--- src/rtl/cpu_pkg.sv ---
// ============================================================================
// Module : cpu_pkg
// Brief  : Shared PC width, default vectors and sequencer FSM state encoding.
// Rev    : 1.0  initial release
// ============================================================================
`default_nettype none

package cpu_pkg;

   localparam int PC_W = 16;

   localparam logic [PC_W-1:0] DEF_RESET_VECTOR = 16'h0000;
   localparam logic [PC_W-1:0] DEF_INT_VECTOR   = 16'h0010;
   localparam int              DEF_RAS_DEPTH    = 4;

   typedef enum logic [1:0] {
      ST_BOOT      = 2'd0,
      ST_RUN       = 2'd1,
      ST_IRQ_ENTRY = 2'd2,
      ST_HALTED    = 2'd3
   } seq_state_t;

   // Modular increment; 16'hFFFF wraps to 16'h0000.
   function automatic logic [PC_W-1:0] pc_inc(input logic [PC_W-1:0] pc);
      return pc + {{(PC_W-1){1'b0}}, 1'b1};
   endfunction

endpackage

`default_nettype wire

--- src/rtl/pc_sequencer_if.sv ---
// ============================================================================
// Module : pc_sequencer_if
// Brief  : Control/status bundle between the core and the next-PC sequencer.
// Rev    : 1.0  initial release
// ============================================================================
`default_nettype none

interface pc_sequencer_if #(
   parameter int CNT_W = 3
);
   import cpu_pkg::*;

   logic [PC_W-1:0]  pc_in;
   logic             stall;
   logic             halt;
   logic             branch_taken;
   logic [PC_W-1:0]  branch_target;
   logic             jump;
   logic [PC_W-1:0]  jump_target;
   logic             call;
   logic             ret;
   logic             irq;

   logic [PC_W-1:0]  next_pc;
   logic             irq_ack;
   logic             in_isr;
   logic             halted;
   logic [CNT_W-1:0] ras_count;
   logic             ras_overflow;
   logic             ras_underflow;

   modport master (
      output pc_in, stall, halt, branch_taken, branch_target,
             jump, jump_target, call, ret, irq,
      input  next_pc, irq_ack, in_isr, halted, ras_count,
             ras_overflow, ras_underflow
   );

   modport slave (
      input  pc_in, stall, halt, branch_taken, branch_target,
             jump, jump_target, call, ret, irq,
      output next_pc, irq_ack, in_isr, halted, ras_count,
             ras_overflow, ras_underflow
   );

endinterface

`default_nettype wire

--- src/rtl/pc_sequencer_ras_stack.sv ---
// ============================================================================
// Module : ras_stack
// Brief  : Return-address LIFO; count saturates at 0 and DEPTH.
// Rev    : 1.0  initial release
// ============================================================================
`default_nettype none

module ras_stack
   import cpu_pkg::*;
#(
   parameter  int DEPTH = DEF_RAS_DEPTH,
   parameter  int W     = PC_W,
   localparam int CNT_W = $clog2(DEPTH + 1)
) (
   input  wire logic             clk,
   input  wire logic             reset,
   input  wire logic             i_push,
   input  wire logic             i_pop,
   input  wire logic [W-1:0]     i_din,
   output logic      [W-1:0]     o_top,
   output logic      [CNT_W-1:0] o_count,
   output logic                  o_full,
   output logic                  o_empty
);

   localparam int IDX_W = $clog2(DEPTH);

   logic [W-1:0]     r_mem [DEPTH];
   logic [CNT_W-1:0] r_count;
   logic [CNT_W-1:0] w_rd_cnt;
   logic [IDX_W-1:0] w_wr_idx;
   logic [IDX_W-1:0] w_rd_idx;
   logic             w_full;
   logic             w_empty;

   assign w_full   = (r_count == CNT_W'(DEPTH));
   assign w_empty  = (r_count == '0);
   assign w_rd_cnt = r_count - CNT_W'(1);
   assign w_wr_idx = r_count[IDX_W-1:0];
   assign w_rd_idx = w_rd_cnt[IDX_W-1:0];

   always_ff @(posedge clk or posedge reset) begin
      if (reset) begin
         r_count <= '0;
         for (int i = 0; i < DEPTH; i++) begin
            r_mem[i] <= '0;
         end
      end else if (i_push && !w_full) begin
         r_mem[w_wr_idx] <= i_din;
         r_count         <= r_count + CNT_W'(1);
      end else if (i_pop && !w_empty) begin
         r_count <= w_rd_cnt;
      end
   end

   assign o_top   = r_mem[w_rd_idx];
   assign o_count = r_count;
   assign o_full  = w_full;
   assign o_empty = w_empty;

endmodule

`default_nettype wire

--- src/rtl/pc_sequencer.sv ---
// ============================================================================
// Module : pc_sequencer
// Brief  : Next-PC selection with call/return stack and interrupt entry FSM.
// Rev    : 1.0  initial release
// ============================================================================
`default_nettype none

module pc_sequencer
   import cpu_pkg::*;
#(
   parameter logic [PC_W-1:0] RESET_VECTOR = DEF_RESET_VECTOR,
   parameter logic [PC_W-1:0] INT_VECTOR   = DEF_INT_VECTOR,
   parameter int              RAS_DEPTH    = DEF_RAS_DEPTH
) (
   input  wire logic          clk,
   input  wire logic          reset,
   pc_sequencer_if.slave      bus
);

   localparam int CNT_W = $clog2(RAS_DEPTH + 1);

   seq_state_t       r_state;
   seq_state_t       w_state_nxt;
   logic             r_in_isr;
   logic             r_ras_ovf;
   logic             r_ras_unf;

   logic [PC_W-1:0]  w_pc_inc;
   logic [PC_W-1:0]  w_next_pc;
   logic             w_irq_ack;
   logic             w_push;
   logic             w_pop;
   logic             w_set_isr;
   logic             w_clr_isr;
   logic             w_set_ovf;
   logic             w_set_unf;
   logic             w_irq_ok;

   logic [PC_W-1:0]  w_ras_top;
   logic [CNT_W-1:0] w_ras_count;
   logic             w_ras_full;
   logic             w_ras_empty;

   ras_stack #(
      .DEPTH   (RAS_DEPTH),
      .W       (PC_W)
   ) u_ras (
      .clk     (clk),
      .reset   (reset),
      .i_push  (w_push),
      .i_pop   (w_pop),
      .i_din   (w_pc_inc),
      .o_top   (w_ras_top),
      .o_count (w_ras_count),
      .o_full  (w_ras_full),
      .o_empty (w_ras_empty)
   );

   assign w_pc_inc = pc_inc(bus.pc_in);
   // A full stack holds the interrupt off so its return address is never lost.
   assign w_irq_ok = bus.irq && !r_in_isr && !w_ras_full;

   always_ff @(posedge clk or posedge reset) begin
      if (reset) begin
         r_state   <= ST_BOOT;
         r_in_isr  <= 1'b0;
         r_ras_ovf <= 1'b0;
         r_ras_unf <= 1'b0;
      end else begin
         r_state <= w_state_nxt;
         if (w_set_isr) begin
            r_in_isr <= 1'b1;
         end else if (w_clr_isr) begin
            r_in_isr <= 1'b0;
         end
         if (w_set_ovf) begin
            r_ras_ovf <= 1'b1;
         end
         if (w_set_unf) begin
            r_ras_unf <= 1'b1;
         end
      end
   end

   always_comb begin
      w_state_nxt = r_state;
      w_next_pc   = bus.pc_in;
      w_irq_ack   = 1'b0;
      w_push      = 1'b0;
      w_pop       = 1'b0;
      w_set_isr   = 1'b0;
      w_clr_isr   = 1'b0;
      w_set_ovf   = 1'b0;
      w_set_unf   = 1'b0;

      unique case (r_state)
         ST_BOOT: begin
            w_next_pc   = RESET_VECTOR;
            w_state_nxt = ST_RUN;
         end

         ST_RUN: begin
            if (w_irq_ok && !bus.stall) begin
               w_push      = 1'b1;
               w_state_nxt = ST_IRQ_ENTRY;
            end else if (bus.halt) begin
               w_state_nxt = ST_HALTED;
            end else if (bus.stall) begin
               w_next_pc = bus.pc_in;
            end else if (bus.ret) begin
               if (!w_ras_empty) begin
                  w_pop     = 1'b1;
                  w_next_pc = w_ras_top;
                  w_clr_isr = r_in_isr;
               end else begin
                  w_next_pc = w_pc_inc;
                  w_set_unf = 1'b1;
               end
            end else if (bus.call) begin
               w_next_pc = bus.jump_target;
               if (!w_ras_full) begin
                  w_push = 1'b1;
               end else begin
                  w_set_ovf = 1'b1;
               end
            end else if (bus.jump) begin
               w_next_pc = bus.jump_target;
            end else if (bus.branch_taken) begin
               w_next_pc = bus.branch_target;
            end else begin
               w_next_pc = w_pc_inc;
            end
         end

         ST_IRQ_ENTRY: begin
            if (!bus.stall) begin
               w_next_pc   = INT_VECTOR;
               w_irq_ack   = 1'b1;
               w_set_isr   = 1'b1;
               w_state_nxt = ST_RUN;
            end
         end

         ST_HALTED: begin
            if (w_irq_ok) begin
               w_push      = 1'b1;
               w_state_nxt = ST_IRQ_ENTRY;
            end
         end

         default: begin
            w_state_nxt = ST_BOOT;
         end
      endcase
   end

   assign bus.next_pc       = w_next_pc;
   assign bus.irq_ack       = w_irq_ack;
   assign bus.in_isr        = r_in_isr;
   assign bus.halted        = (r_state == ST_HALTED);
   assign bus.ras_count     = w_ras_count;
   assign bus.ras_overflow  = r_ras_ovf;
   assign bus.ras_underflow = r_ras_unf;

endmodule

`default_nettype wire
--- src/flat_wrapper.sv ---
// flat-port wrapper written by rule: the top's interface ports become plain ports
module pc_sequencer_flat import cpu_pkg::*;
#(
   parameter logic [PC_W-1:0] RESET_VECTOR = DEF_RESET_VECTOR,
   parameter logic [PC_W-1:0] INT_VECTOR   = DEF_INT_VECTOR,
   parameter int              RAS_DEPTH    = DEF_RAS_DEPTH
)
  (clk, reset, bus_pc_in, bus_stall, bus_halt, bus_branch_taken, bus_branch_target, bus_jump, bus_jump_target, bus_call, bus_ret, bus_irq, bus_next_pc, bus_irq_ack, bus_in_isr, bus_halted, bus_ras_count, bus_ras_overflow, bus_ras_underflow);
  pc_sequencer_if bus_i ();
  input  wire logic clk;
  input  wire logic reset;
  input wire logic [$bits(bus_i.pc_in)-1:0] bus_pc_in;
  input wire logic [$bits(bus_i.stall)-1:0] bus_stall;
  input wire logic [$bits(bus_i.halt)-1:0] bus_halt;
  input wire logic [$bits(bus_i.branch_taken)-1:0] bus_branch_taken;
  input wire logic [$bits(bus_i.branch_target)-1:0] bus_branch_target;
  input wire logic [$bits(bus_i.jump)-1:0] bus_jump;
  input wire logic [$bits(bus_i.jump_target)-1:0] bus_jump_target;
  input wire logic [$bits(bus_i.call)-1:0] bus_call;
  input wire logic [$bits(bus_i.ret)-1:0] bus_ret;
  input wire logic [$bits(bus_i.irq)-1:0] bus_irq;
  output wire logic [$bits(bus_i.next_pc)-1:0] bus_next_pc;
  output wire logic [$bits(bus_i.irq_ack)-1:0] bus_irq_ack;
  output wire logic [$bits(bus_i.in_isr)-1:0] bus_in_isr;
  output wire logic [$bits(bus_i.halted)-1:0] bus_halted;
  output wire logic [$bits(bus_i.ras_count)-1:0] bus_ras_count;
  output wire logic [$bits(bus_i.ras_overflow)-1:0] bus_ras_overflow;
  output wire logic [$bits(bus_i.ras_underflow)-1:0] bus_ras_underflow;
  assign bus_i.pc_in = bus_pc_in;
  assign bus_i.stall = bus_stall;
  assign bus_i.halt = bus_halt;
  assign bus_i.branch_taken = bus_branch_taken;
  assign bus_i.branch_target = bus_branch_target;
  assign bus_i.jump = bus_jump;
  assign bus_i.jump_target = bus_jump_target;
  assign bus_i.call = bus_call;
  assign bus_i.ret = bus_ret;
  assign bus_i.irq = bus_irq;
  assign bus_next_pc = bus_i.next_pc;
  assign bus_irq_ack = bus_i.irq_ack;
  assign bus_in_isr = bus_i.in_isr;
  assign bus_halted = bus_i.halted;
  assign bus_ras_count = bus_i.ras_count;
  assign bus_ras_overflow = bus_i.ras_overflow;
  assign bus_ras_underflow = bus_i.ras_underflow;
  pc_sequencer #(.RESET_VECTOR(RESET_VECTOR), .INT_VECTOR(INT_VECTOR), .RAS_DEPTH(RAS_DEPTH)) u_core (.clk(clk), .reset(reset), .bus(bus_i));
endmodule
--- config.mk ---
export PLATFORM = sky130hd
export DESIGN_NAME = pc_sequencer_flat
export DESIGN_NICKNAME = d
export VERILOG_FILES = /design/src/rtl/cpu_pkg.sv /design/src/rtl/pc_sequencer_if.sv /design/src/rtl/pc_sequencer_ras_stack.sv /design/src/rtl/pc_sequencer.sv /design/src/flat_wrapper.sv
export SDC_FILE = /design/constraint.sdc
export NUM_CORES = 1
export LEC_CHECK = 0
export CAP_MARGIN = 0
export CORE_MARGIN = 1
export CORE_UTILIZATION = 50
export CTS_CLUSTER_SIZE = 12
export DETAILED_ROUTE_END_ITERATION = 16
export PLACE_DENSITY = 0.82
export SYNTH_ARGS = -nofsm -noshare
export SYNTH_HDL_FRONTEND = slang
export SYNTH_SLANG_ARGS = --single-unit
--- constraint.sdc ---
create_clock -name clk -period 4.8 [get_ports clk]
set_input_delay 1.44 -clock clk [delete_from_list [all_inputs] [get_ports clk]]
set_output_delay 1.44 -clock clk [all_outputs]
set_load 0.01 [all_outputs]
==> metrics.txt, run 1 <==
Synth Area in Compound Gates=20.1%; R2R Path Start=u_core.u_ras.o_count[1]; die area=0.00928 mm²; Clk pwr share=16.5%; Leakage=2.78 nW; final net count=692; number of synthesized flops with an enable pin=0; Comb pwr share=47.0%; Fill cells=657; Final Hold Fails=0; VDD IR max=0.222 mV; Avg Vias per Cell=5.79; Req. time, crit path=3.36 ns; P_int=1.69 mW; Mapped Cells=490; Total Routed Length=13,100 µm; Reg clk slew, reported paths=0.09 ns; Seq pwr share=36.5%; post-synthesis mux area share=10.0%; synthesized area per cell=9.08 µm²; # diodes=0; CP startpoint kind=input pin; Power Total=2.74 mW; CP Capture Type=output port; Slew HR=32.2%; Syn Nets=553; pwr/cell area=449 mW/mm²; Crit Path Max Fanout=2; failing checks=negative setup slack; clock sinks=72; Netlist cell types=56; layout cells sized above 1=25.9%; flop2flop setup slack=2.11 ns; biggest area consumer among synthesized cells=dfrtp_1; largest family of logic cells by synthesized area=compound AO/OA/AOI/OAI gates; CTS Buf Count=9; post-layout instance area=0.00612 mm²; dominant cells by area after synthesis=dfrtp_1 41%, nand2_1 8.3%, mux4_2 8.1%; simple-gate share of the synthesized area=18.9%; post-DP HPWL=9470 µm; worst r2r path cells=7; Routability Congestion=0.933; number of global-route vias before repair=4,194; Seq/Total Area, Yosys=40.5%; antenna-violating nets left=0; residual DRC count=0; crit path buf inv count=2; Post-DP Area=0.00577 mm²; RSZ-0062 raised after global routing=true; hold crit path type=flip-flop to flip-flop; CTS H-tree lvls=3; Max Freq=207 MHz; WS Path Type=input pin to output port; CP Depth=8; core box area=0.00868 mm²; Synth Cell Area=0.00445 mm²; die height=96.3 µm; #FFs+latches synth=72; Pre-antenna DRT Iters=5; initial antenna violation count=0; run status=finished with violations; worst-margin pin slew=1.02 ns; largest net degree at the start of global routing=52; R2R Path End=u_core.u_ras.r_mem[1]; Layout Skew=0.00571 ns; Core Rows=34; Async SR Flop Fraction=100%; Starting Density=51.3%; setup_tns=-0.0292 ns; TritonCTS clock tree=built; Final Core Density=70.5%; first-pass GRT wire length=20,400 µm; grt total ovfl=0; top_reg_cell synth=dfrtp_1; master of the slowest instance on the critical path=or4_4; io pins=81; Critical Path Sink=bus_next_pc[12]; top cell type's share of synthesized area=40.5%; Vias=4,296; Post-Synth Adder-Cell Area=1.69%; Setup violations, final=1; max-cap viol count=0; top cell family by delay on the critical path=simple AND/OR/NAND/NOR gates; worst setup path start=bus_pc_in[3]; switching share of power=38.5%; DR iter-0 viols=301; hold bufs inserted after CTS=0; worst stage delay on the critical path=0.63 ns; cell chain of the critical path=clkdlybuf4s15_1 -> nand4_1 -> or4_4 -> xnor2_4 -> o31ai_4 -> a31oi_1 -> o21ai_1 -> buf_2; Total GRT Usage=29.6%; WP data arrival=3.39 ns; Yosys warnings=0; Port Buffers=80; die width=96.3 µm; Max Transition Viols Final=0; Clock Path Buffers=2; root buf cell=clkbuf_8; final worst path period share=101%; Worst-Skew Late Latency=0.35 ns; Final Worst Setup Slack=-0.0292 ns; P_sw=1.06 mW; xor/xnor cell area share of the yosys netlist=3.32%; Final min period=4.83 ns; area delta synth->final=37.5%; Avg WL per Cell=17.7 µm
## cell families after synthesis
| logic type | count (synthesis) |
|---|---|
| and+or+nand+nor | 182 |
| xor gates and xnor gates | 16 |
| adders and majority gates | 6 |
| buffers and inverters | 45 |
| AOI/OAI and AO/OA | 146 |
| DFF | 72 |
| muxes | 23 |
## cell type report
class | count | area (µm²) | area share (%)
clock buffers | 9 | 124 | 2.03
clock inverters | 7 | 61.3 | 1.00
inverters | 9 | 33.8 | 0.552
multi-input cells | 373 | 2520 | 41.2
flip-flops and latches | 72 | 1800 | 29.5
well taps | 108 | 135 | 2.21
repair buffers | 164 | 1440 | 23.5
## state kept, by name, indices dropped and copies added (netlist names)
register,count
u_core.u_ras.r_mem,64
u_core.u_ras.o_count,3
u_core.r_state,2
u_core.bus.in_isr,1
u_core.bus.ras_overflow,1
u_core.bus.ras_underflow,1
## cells in the mapped netlist (3+ instances only)
master / number
nand2_4: 3
a31oi_1: 4
o211ai_1: 7
mux2i_1: 3
or2_2: 3
inv_1: 9
o21ai_2: 7
nor2_1: 27
buf_6: 9
nand4_1: 4
clkbuf_1: 21
and2_1: 4
a22oi_1: 3
buf_2: 4
o21ai_1: 40
o21ai_0: 40
xnor2_1: 10
dfrtp_1: 72
nor3_1: 4
nand2_1: 98
nand2b_1: 4
mux4_2: 16
a211oi_1: 6
ha_1: 6
xor2_1: 5
o221ai_1: 4
nand3_1: 15
mux2_4: 3
and3_1: 7
nor2b_1: 6
a21oi_1: 16
## power by group through the flow
stage                     Combinational (mW)  Sequential, mW  Clock, mW
after floorplan                        0.855           0.963          0
after global routing                    1.42            1.03      0.482
after detailed placement                1.29            1.01          0
after CTS                               1.29           0.997      0.458
final                                   1.29            1.00      0.452
after global placement                  1.24           0.980          0
## worst min path at each step
stage / start / endpoint / slack, ns / cells past startpoint
finish: u_core.bus.ras_underflow / u_core.bus.ras_underflow / 0.48 / 1
global route: u_core.bus.ras_underflow / u_core.bus.ras_underflow / 0.49 / 1
CTS: u_core.bus.ras_underflow / u_core.bus.ras_underflow / 0.48 / 1
detailed placement: u_core.bus.ras_underflow / u_core.bus.ras_underflow / 0.46 / 1
global placement: u_core.bus.ras_underflow / u_core.bus.ras_underflow / 0.45 / 1
floorplan: u_core.u_ras.r_mem[48] / u_core.u_ras.r_mem[48] / 0.44 / 2
## worst register-to-register path: cells and delay by family, from the launching register on
family | cells | cell delay [ns]
buffers and inverters | 1 | 0.11
muxes | 1 | 0.41
and+or+nand+nor | 3 | 1.06
adders and majority gates | 1 | 0.23
DFF | 1 | 0.44
AOI/OAI and AO/OA | 1 | 0.32
## through the flow
step / hold slack, ns / setup WS, ns / std cells
2_1_floorplan: 0.445 / 0.230 / 490
3_3_place_gp: 0.453 / -0.768 / 718
3_5_place_dp: 0.462 / -0.885 / 718
4_1_cts: 0.482 / -0.0241 / 742
5_1_grt: 0.489 / -0.0692 / 742
6_report: 0.479 / -0.0292 / 742
## timing repair
item,4_1_cts,5_1_grt
gates resized for setup,71,20
setup endpoints to repair,16,8
pin swaps,19,8
buffers inserted,8,0
## placed cells by master (no fill, tap or decap), types with 5 or more instances in the layout
cell and instances:
a211oi_1 5, a21oi_1 16, and3_1 7, buf_4 80, clkbuf_8 9, clkdlybuf4s50_1 52, dfrtp_1 72, dlygate4sd2_1 10
dlymetal6s2s_1 5, ha_1 5, inv_1 8, mux4_2 16, nand2_1 98, nand3_1 14, nor2_1 24, nor2b_1 6
o211ai_1 7, o21ai_0 34, o21ai_1 45, o21ai_2 8, xnor2_1 8
## routing by layer
metal,up-vias,track usage [%],share of wire (%)
met5,-,0,0
met4,0,15.3,3.6
met3,43,5.45,8.1
met2,207,46.2,47
met1,2023,39.3,41
li1,2023,-,-
Note: power is estimated with default switching activity, not from simulation.
==> run 2: changes to the inputs <==
--- a/config.mk
+++ b/config.mk
@@ -14,3 +14,4 @@
 export SYNTH_ARGS = -nofsm -noshare
 export SYNTH_HDL_FRONTEND = slang
 export SYNTH_SLANG_ARGS = --single-unit
+export TNS_END_PERCENT = 10
==> run 2 against run 1 <==
The flow still finishes with violations (negative setup slack); die area unchanged; hold slack got worse by 0.00088 ns; clock power about the same; critical path depth increased by 1; critical path type unchanged; critical endpoint unchanged; largest cell class unchanged; highest routed layer unchanged.
==> metrics.txt, run 2 (synthesis results as in run 1) <==
final worst path period share=102%; run status=finished with violations; Seq pwr share=36.5%; Port Buffers=80; Total GRT Usage=29.2%; Power Total=2.75 mW; VDD IR max=0.223 mV; Vias=4,297; failing checks=negative setup slack; clock sinks=72; Slew HR=31.5%; master of the slowest instance on the critical path=or4_4; root buf cell=clkbuf_8; Reg clk slew, reported paths=0.09 ns; Leakage=2.75 nW; Final min period=4.92 ns; initial antenna violation count=0; Max Freq=203 MHz; CP Capture Type=output port; max FFs per register=64; pre-CTS WS=-0.885 ns; Starting Density=51.3%; residual DRC count=0; Req. time, crit path=3.36 ns; WS Path Type=input pin to output port; number of global-route vias before repair=4,136; Crit Path Max Fanout=2; Worst-Skew Late Latency=0.36 ns; first-pass GRT wire length=20,200 µm; area delta synth->final=36.6%; cell chain of the critical path=dlygate4sd2_1 -> ha_2 -> nand4_1 -> or4_4 -> xnor2_4 -> o31ai_4 -> a31oi_1 -> o21ai_1 -> buf_2; layout cells sized above 1=24.6%; final net count=691; io pins=81; WP data arrival=3.48 ns; Avg Vias per Cell=5.80; Total Routed Length=13,000 µm; Setup violations, final=2; Clock Path Buffers=2; post-DP HPWL=9470 µm; die height=96.3 µm; P_sw=1.06 mW; pwr/cell area=452 mW/mm²; hold crit path type=flip-flop to flip-flop; largest net degree at the start of global routing=52; DR iter-0 viols=351; core box area=0.00868 mm²; die area=0.00928 mm²; crit path buf inv count=2; # diodes=0; CTS H-tree lvls=3; RSZ-0062 raised after global routing=true; TritonCTS clock tree=built; Final Hold Fails=0; Core Rows=34; Pre-antenna DRT Iters=5; Routability Congestion=0.933; CP startpoint kind=input pin; Worst Hold Path Cells=1; antenna-violating nets left=0; worst stage delay on the critical path=0.61 ns; CP Depth=9; Largest Register=u_core.u_ras.r_mem; worst r2r path cells=7; Comb pwr share=47.0%; die width=96.3 µm; Max Transition Viols Final=0; switching share of power=38.5%; P_int=1.69 mW; top cell family by delay on the critical path=simple AND/OR/NAND/NOR gates; worst-margin pin slew=1.03 ns; grt total ovfl=0; most common cell after layout, fill and taps aside=nand2_1; Layout Skew=0.00729 ns; max-cap viol count=0; CTS Buf Count=9; commonest cells after routing, fill and taps aside=98 x nand2_1, 78 x buf_4, 72 x dfrtp_1; Final Worst Setup Slack=-0.119 ns; Avg WL per Cell=17.6 µm; Clk pwr share=16.5%
run 2: power by group through the flow:
stage / clock network, mW / registers [mW] / logic [mW]
2_1_floorplan: 0 / 0.963 / 0.855
3_3_place_gp: 0 / 0.980 / 1.24
3_5_place_dp: 0 / 1.01 / 1.29
4_1_cts: 0.458 / 0.997 / 1.29
5_1_grt: 0.483 / 1.03 / 1.42
6_report: 0.453 / 1.00 / 1.29
run 2: worst paths after layout:
kind / startpoint / endpoint / slack [ns]
setup / recovery: bus_pc_in[1] / bus_next_pc[12] / -0.12
hold / removal: u_core.bus.ras_underflow / u_core.bus.ras_underflow / 0.48
setup reg to reg: u_core.u_ras.o_count[1] / u_core.u_ras.r_mem[1] / 2.11
hold reg to reg: u_core.bus.ras_underflow / u_core.bus.ras_underflow / 0.48
max in group asynchronous: reset / u_core.u_ras.r_mem[1] / 2.39
min in group asynchronous: reset / u_core.u_ras.r_mem[11] / 1.66
run 2: repair_timing:
action	in CTS	in global routing
pin swaps	14	2
cloned	0	0
hold buffers	0	0
setup endpoints to repair	16	11
resized for setup	52	14
setup buffers	5	2
run 2: routing by layer:
layer | share of wire [%] | wire length (µm) | track usage [%]
met1 | 43 | 5580 | 39.6
met5 | 0 | 0 | 0
met3 | 7.3 | 953 | 5.13
met2 | 47 | 6090 | 45.4
met4 | 3.0 | 397 | 13.8
run 2: area by class of cell:
cell class / instances / area (µm²)
Tap cell: 108 / 135
Multi-Input combinational cell: 373 / 2490
Inverter: 9 / 33.8
Fill cell: 656 / 2600
Timing Repair Buffer: 163 / 1430
Clock inverter: 7 / 61.3
Sequential cell: 72 / 1800
Clock buffer: 9 / 124
run 2: stage by stage:
stage	TNS [ns]	instances	hold slack [ns]	utilization [%]	area, µm²
final	-0.181	741	0.479	70.0	6070
after CTS	-0.431	739	0.482	69.8	6060
after global placement	-5.74	718	0.453	66.5	5770
after global routing	-0.629	741	0.489	70.0	6070
after detailed placement	-6.37	718	0.462	66.5	5770
after floorplan	0	490	0.445	-	4450
==> run 3: changes to the inputs <==
--- a/config.mk
+++ b/config.mk
@@ -10,6 +10,7 @@
 export CORE_UTILIZATION = 50
 export CTS_CLUSTER_SIZE = 12
 export DETAILED_ROUTE_END_ITERATION = 16
+export HOLD_SLACK_MARGIN = 0.12
 export PLACE_DENSITY = 0.82
 export SYNTH_ARGS = -nofsm -noshare
 export SYNTH_HDL_FRONTEND = slang
==> results of run 3 <==
Final layout, timing and power as in run 2 (identical DEF).
